===== src/rtl/pc_stage.sv =====
// pc_stage: holds the architectural PC, offers it to fetch, and computes the next PC on retire.
// Optional feature macro PC_PERF_CNT_EN adds 64-bit InstCnt/StallCnt performance counters.
`timescale 1ns/1ps
`ifndef DATA_WIDTH
`define DATA_WIDTH 32
`endif

module pc_stage #(
  parameter logic [`DATA_WIDTH-1:0] RESET_PC = 32'h8000_0000,
  parameter int                     PCSRC_W  = 3
) (
  input  logic                   clk,
  input  logic                   resetn,
  input  logic                   Iready,
  output logic                   Pvalid,
  output logic [`DATA_WIDTH-1:0] PC,
  input  logic                   Wvalid,
  output logic                   Pready,
  input  logic [PCSRC_W-1:0]     PCSrc,
  input  logic                   BranchTaken,
  input  logic [`DATA_WIDTH-1:0] Target,
  input  logic [`DATA_WIDTH-1:0] Mtvec,
  input  logic [`DATA_WIDTH-1:0] Mepc,
  input  logic                   Halt,
  output logic                   Halted,
  output logic                   PCerr
`ifdef PC_PERF_CNT_EN
  ,
  output logic [63:0]            InstCnt,
  output logic [63:0]            StallCnt
`endif
);

  localparam logic [PCSRC_W-1:0] SRC_BRANCH = PCSRC_W'(1);
  localparam logic [PCSRC_W-1:0] SRC_JAL    = PCSRC_W'(2);
  localparam logic [PCSRC_W-1:0] SRC_JALR   = PCSRC_W'(3);
  localparam logic [PCSRC_W-1:0] SRC_TRAP   = PCSRC_W'(4);
  localparam logic [PCSRC_W-1:0] SRC_MRET   = PCSRC_W'(5);

  typedef enum logic [1:0] {BOOT, ISSUE, WAIT, HALT} state_t;

  state_t                 state;
  logic [`DATA_WIDTH-1:0] pcPlus4;
  logic [`DATA_WIDTH-1:0] nextPc;
  logic                   misaligned;
  logic                   retire;

  assign pcPlus4    = PC + `DATA_WIDTH'(4);
  assign misaligned = |nextPc[1:0];
  assign retire     = (state == WAIT) && Wvalid && Pready;

  // Unlisted select codes fall through to the sequential PC.
  always_comb begin
    nextPc = pcPlus4;
    case (PCSrc)
      SRC_BRANCH: if (BranchTaken) nextPc = Target;
      SRC_JAL:    nextPc = Target;
      SRC_JALR:   nextPc = Target & ~`DATA_WIDTH'(1);
      SRC_TRAP:   nextPc = Mtvec & ~`DATA_WIDTH'(3);
      SRC_MRET:   nextPc = Mepc;
      default:    ;
    endcase
  end

  always_ff @(posedge clk) begin
    if (!resetn) begin
      state  <= BOOT;
      PC     <= RESET_PC;
      Pvalid <= 1'b0;
      Pready <= 1'b0;
      Halted <= 1'b0;
      PCerr  <= 1'b0;
    end else begin
      case (state)
        BOOT: begin
          state  <= ISSUE;
          Pvalid <= 1'b1;
        end
        ISSUE: begin
          if (Pvalid && Iready) begin
            state  <= WAIT;
            Pvalid <= 1'b0;
            Pready <= 1'b1;
          end
        end
        WAIT: begin
          if (retire) begin
            Pready <= 1'b0;
            // An ebreak takes priority over any misalignment of the would-be next PC.
            if (Halt) begin
              state  <= HALT;
              Halted <= 1'b1;
            end else if (misaligned) begin
              state  <= HALT;
              Halted <= 1'b1;
              PCerr  <= 1'b1;
            end else begin
              state  <= ISSUE;
              PC     <= nextPc;
              Pvalid <= 1'b1;
            end
          end
        end
        default: ;
      endcase
    end
  end

`ifdef PC_PERF_CNT_EN
  always_ff @(posedge clk) begin
    if (!resetn) begin
      InstCnt  <= 64'd0;
      StallCnt <= 64'd0;
    end else begin
      if (retire && !Halt)
        InstCnt <= InstCnt + 64'd1;
      if (state == ISSUE && !Iready)
        StallCnt <= StallCnt + 64'd1;
    end
  end
`endif

endmodule


===== config.mk =====
export PLATFORM = sky130hd
export DESIGN_NAME = pc_stage
export DESIGN_NICKNAME = d
export VERILOG_FILES = /design/src/rtl/pc_stage.sv
export SDC_FILE = /design/constraint.sdc
export NUM_CORES = 1
export LEC_CHECK = 0
export CAP_MARGIN = 20
export CORE_ASPECT_RATIO = 1.75
export CORE_MARGIN = 4
export CORE_UTILIZATION = 41
export CTS_BUF_LIST = sky130_fd_sc_hd__clkbuf_4 sky130_fd_sc_hd__clkbuf_8
export DETAILED_ROUTE_END_ITERATION = 12
export GPL_TIMING_DRIVEN = 1
export MAX_ROUTING_LAYER = met4
export PLACE_DENSITY_LB_ADDON = 0.08
export SLEW_MARGIN = 10
export SYNTH_ARGS = -nofsm -noshare
export SYNTH_HDL_FRONTEND = slang
export SYNTH_SLANG_ARGS = --single-unit
export TNS_END_PERCENT = 50

===== constraint.sdc =====
create_clock -name clk -period 2.8 [get_ports clk]
set_input_delay 0.28 -clock clk [delete_from_list [all_inputs] [get_ports clk]]
set_output_delay 0.28 -clock clk [all_outputs]
set_load 0.1 [all_outputs]

# After elaboration in Yosys (flattened, before gate mapping)
# Index checks and enable logic that the tools add are counted.
# Widths: inputs -> output; s select.
# totals
regBits,38
elab_cells,51
out_inout_bits,36
# op_classes
n_bitwise,2
n_addsub,1
muxes,17
eq_ne,11
n_reduce_logical,14
# op_table
op,count
$pmux 32 s5,1
$add 32x3->32 const B,1
$mux 32,1
$reduce_and 3->1,3
$mux 1,8
$mux 2,4
$ne 2x2->1 const B,4
$reduce_and 4->1,2
$eq 3x2->1 const B,2
$eq 3x3->1 const B,2
$pmux 2 s3,1
$reduce_and 5->1,1
$reduce_bool 2->1,2
$eq 3x1->1 const B,1
$logic_and 1x1->1,3
$pmux 1 s3,1
$reduce_bool 3->1,1
$eq 2x1->1 const B,1
$eq 2x2->1 const B,1
$logic_not 2->1,1
$not 1->1,2
$pmux 1 s2,1
$reduce_or 2->1,1

# Logic depth before layout (Yosys ltp)
# Gate-level depths: netlist of run 1.
# logic_depth
ltp_word,8
ltp_mapped,9
depth_no_buf,7

# Worst setup path after synthesis of run 1
# Ideal clock, no wire load.
# synth_timing
path_type,reg2reg
from,register PC[2]
to,register PC[22]
required_ns,2.708
setup_ns,0.092
synth_period_minus_slack_ns,2.904
path_stages_with_launch,7
path_slack_ns,-0.104
t_arrival_ns,2.812
path_buffers,0
cell_sequence,dfxtp_1 ha_1 nand3_1 or4_1 or3_1 o31a_1 o32ai_1
# synth_between
elab_chain_cells,3
# synth_lines
element,line,rtl
start: declaration,16,"output logic [`DATA_WIDTH-1:0] PC,"
start signal: assignment,99,PC <= nextPc;
$add 32x3->32 *,48,assign pcPlus4 = PC + `DATA_WIDTH'(4);
$mux 32,56,SRC_BRANCH: if (BranchTaken) nextPc = Target;
$pmux 32 s5 *,55,case (PCSrc)
# Every way passes the cells marked *; elsewhere a longest branch is shown, timed or not.
# A chain may end at the register's enable or synchronous reset.

# Worst setup path in the final report of run 1
# Ends and elaborated chain as after synthesis.

==> implementation parameters, run 1 <==
Parameter                              Value

Critical path
  Setup slack, reg-to-reg ... 0.40 ns
  Critical path arrival ... 2.60 ns
  Worst setup path startpoint ... PC[2]$_SDFFE_PN0P_
  Worst Path Class, Setup ... reg2reg
  R2R depth ... 6
  Source of the worst register-to-register timing path ... PC[2]$_SDFFE_PN0P_
  Nature of the critical path startpoint ... flop
  Worst R2R End ... PC[22]$_SDFFE_PN0P_
  End point of the critical path ... PC[22]$_SDFFE_PN0P_
  Crit end category ... flop
  Largest driver fanout on the critical path ... 8
  Worst EP required ... 3.00 ns

Hold path
  Kind of path behind the tightest hold check ... reg2reg

GRT
  Aggregate global routing overflow ... 0
  Maximum number of pins on one net before global-route repair ... 45
  First-pass GRT wire length ... 15,300 um
  Vias in the first global route ... 3,246
  Antenna violations before repair ... 0
  Total Routing Usage GR ... 0.261

Final layout
  Total Nets Final ... 576
  Antenna cells ... 0
  Most common cell after layout, fill and taps aside ... clkdlybuf4s50_1
  Commonest cells after routing, fill and taps aside ... clkdlybuf4s50_1 (102), buf_4 (45), dfxtp_1 (36), nand2_1 (32), a21oi_1 (31)
  Fraction of layout instances using a drive strength above 1 ... 0.145
  Count of fill cells added during filler insertion ... 545
  Reg area ... 763 um2
  Multi-input logic area ... 0.00176 mm2
  Final core area utilization ... 0.666
  Layout Area Growth over Synthesis ... 56.4%

CTS
  CTS Hold Bufs ... 0
  Root buffer cell ... clkbuf_8
  Number of buffers inserted during clock tree synthesis ... 5
  CTS Sinks ... 38
  Post-CTS setup buffer count ... 0
  Worst-skew pair later-pin latency ... 0.29 ns
  Maximum count of clock buffers along a single path ... 2
  Clock transition time at the flip-flop clock pins of the worst setup and hold paths ... 0.07 ns
  TritonCTS clock tree ... built
  CTS-repair resized insts ... 0
  CTS H-tree lvls ... 2

STA
  Setup tns final ... 0 ns
  Final Hold Viols ... 0
  Max-slew violation count ... 0
  Achievable Freq ... 417 MHz
  Final count of negative-setup-slack endpoints ... 0
  RSZ-0062 raised after global routing ... no
  Relative max-transition margin ... 0.579
  Smallest setup slack after layout ... 0.400 ns
  Final critical-path share of the clock period ... 0.857
  Worst-Margin Slew ... 0.626 ns
  Clock Skews ... 0.00837 ns
  Clock period minus final worst setup slack ... 2.40 ns

Drt
  Antenna Violating Nets Remaining ... 0
  Number of vias per cell ... 6.29
  Drt first pass iters ... 8
  Detailed-route wire length ... 10,300 um
  Via count ... 3,446
  DRC viols ... 0
  Number of DRC markers in iteration 0 ... 304
  Average wire per cell in the routed design ... 18.8 um

Yosys
  Most common flop cell mapped by yosys ... dfxtp_1
  Register bit count reported by yosys ... 38
  Cell type with the largest total area after synthesis ... dfxtp_1
  Yosys top cell area share ... 0.287
  Synth Instances ... 339
  Post-synthesis instance area ... 0.00265 mm2
  Dominant combinational cell family by area after synthesis ... compound AO/OA/AOI/OAI gates
  Adder-Cell Fraction of Synth Area ... 0.0189
  Proportion of synthesized flip-flops having asynchronous set or reset ... 0
  Number of enable flip-flop cells after synthesis ... 0
  Avg Synthesized Cell Area ... 7.82 um2
  Mux cell area share after synthesis ... 0.00378
  Part of the Yosys area used for sequential elements ... 0.287
  Top cells by area in the synthesized netlist ... dfxtp_1 (29%), a222oi_1 (11%), a21oi_1 (5.9%)
  Parity-gate share of the synthesized area counting xor and xnor cells ... 0
  Post-Synth Simple-Gate Area ... 0.233
  Number of unique standard cell types used by synthesis ... 50
  Complex-gate fraction of the synthesized area ... 0.405
  Synthesis Warnings ... 0
  Syn nets ... 448

Floorplanning
  Chip width ... 68.8 um
  Boundary pin count ... 141
  Floorplan die area ... 0.00787 mm2
  Initial cell density of the core ... 0.426
  Rows ... 38
  Placeable Area ... 0.00623 mm2
  Die outline height ... 114 um

Placement
  Placer's final routability congestion estimate ... 0.903
  Worst setup slack before clock tree synthesis ... 0.341 ns
  HPWL Detailed ... 7840 um
  Number of buffer cells added on primary ports ... 138

Power and ir drop
  Power density normalized to cell area ... 340 mW/mm2
  Total Power Consumption ... 1.41 mW
  Static Leakage ... 1.47 nW
  IR Drop Worst-Case VDD ... 0.000358 V

Run
  Max-cap check violation count ... 0

Status
  Status ... complete, no violations
[synthesized netlist by cell type (7+ instances only)]
cell type  count
dfxtp_1       38
nand2_1       32
a21oi_1       31
a222oi_1      29
clkbuf_1      22
nor2_1        19
o21ai_0       15
nand3_1       14
o31a_1        12
nand4_1       11
a21o_1         7
o32ai_1        7
or3_1          7
[critical path: stages, from the launching register on]
cell     delay (ns)
dfxtp_2        0.39
ha_1           0.21
nand3_1        0.28
or4_1          0.63
or3_1          0.44
o31a_1         0.25
o32ai_1        0.12
[worst min-delay path by stage]
stage | startpoint | endpoint | slack [ns] | cells past startpoint
6_report | PCerr$_SDFFE_PN0P_ | PCerr$_SDFFE_PN0P_ | 0.47 | 1
3_5_place_dp | Halted$_SDFFE_PN0P_ | Halted$_SDFFE_PN0P_ | 0.46 | 1
2_1_floorplan | Wvalid | Pready$_SDFFE_PN0P_ | 0.47 | 3
5_1_grt | Halted$_SDFFE_PN0P_ | Halted$_SDFFE_PN0P_ | 0.50 | 1
3_3_place_gp | Halted$_SDFFE_PN0P_ | Halted$_SDFFE_PN0P_ | 0.46 | 1
4_1_cts | PCerr$_SDFFE_PN0P_ | PCerr$_SDFFE_PN0P_ | 0.49 | 1
[power by group]
group,switching [mW],total (mW),internal [mW],leakage (nW)
Sequential,0.0142,0.568,0.554,0.308
Combinational,0.221,0.441,0.220,1.11
Clock,0.193,0.401,0.208,0.0517
[cell families (layout without fill, tap and decap cells)]
kind of cell | Yosys count | in the layout
and+or+nand+nor | 118 | 118
buffers and inverters | 35 | 164
DFF | 38 | 38
adders and majority gates | 4 | 4
muxes | 1 | 1
AOI/OAI and AO/OA | 143 | 143
[through the flow]
| step | hold WS, ns | area (um2) | cells |
|---|---|---|---|
| floorplan | 0.470 | 2650 | 339 |
| global placement | 0.457 | 4050 | 540 |
| detailed placement | 0.465 | 4050 | 540 |
| CTS | 0.485 | 4150 | 548 |
| global route | 0.503 | 4150 | 548 |
| finish | 0.474 | 4150 | 548 |
[flip-flops by register name, indices dropped and copies added, names as in the netlist]
name,cells
Halted,1
Pvalid,1
state,2
PCerr,1
Pready,1
PC,32
[area by class of cell]
class,instances,share of cell area
flip-flops and latches,38,0.184
clock inverters,1,0.00121
well taps,80,0.0241
clock buffers,7,0.0217
inverters,7,0.00633
repair buffers,149,0.337
multi-input cells,266,0.425
[routing by layer]
metal | vias up | part of all wire | global-route usage
met5 | - | 0 | -
met4 | 0 | 0.025 | 0.112
met3 | 25 | 0.066 | 0.0354
met2 | 145 | 0.55 | 0.479
met1 | 1635 | 0.36 | 0.264
li1 | 1641 | - | -
Power figures use the tool's default switching activity.
==> run 2, diff against run 1 <==
--- a/config.mk
+++ b/config.mk
@@ -10,6 +10,7 @@
 export CORE_MARGIN = 4
 export CORE_UTILIZATION = 41
 export CTS_BUF_LIST = sky130_fd_sc_hd__clkbuf_4 sky130_fd_sc_hd__clkbuf_8
+export CTS_CLUSTER_DIAMETER = 50
 export DETAILED_ROUTE_END_ITERATION = 12
 export GPL_TIMING_DRIVEN = 1
 export MAX_ROUTING_LAYER = met4
==> results of run 2 <==
Same layout as run 1: the final DEF is identical, and so are final timing and power.
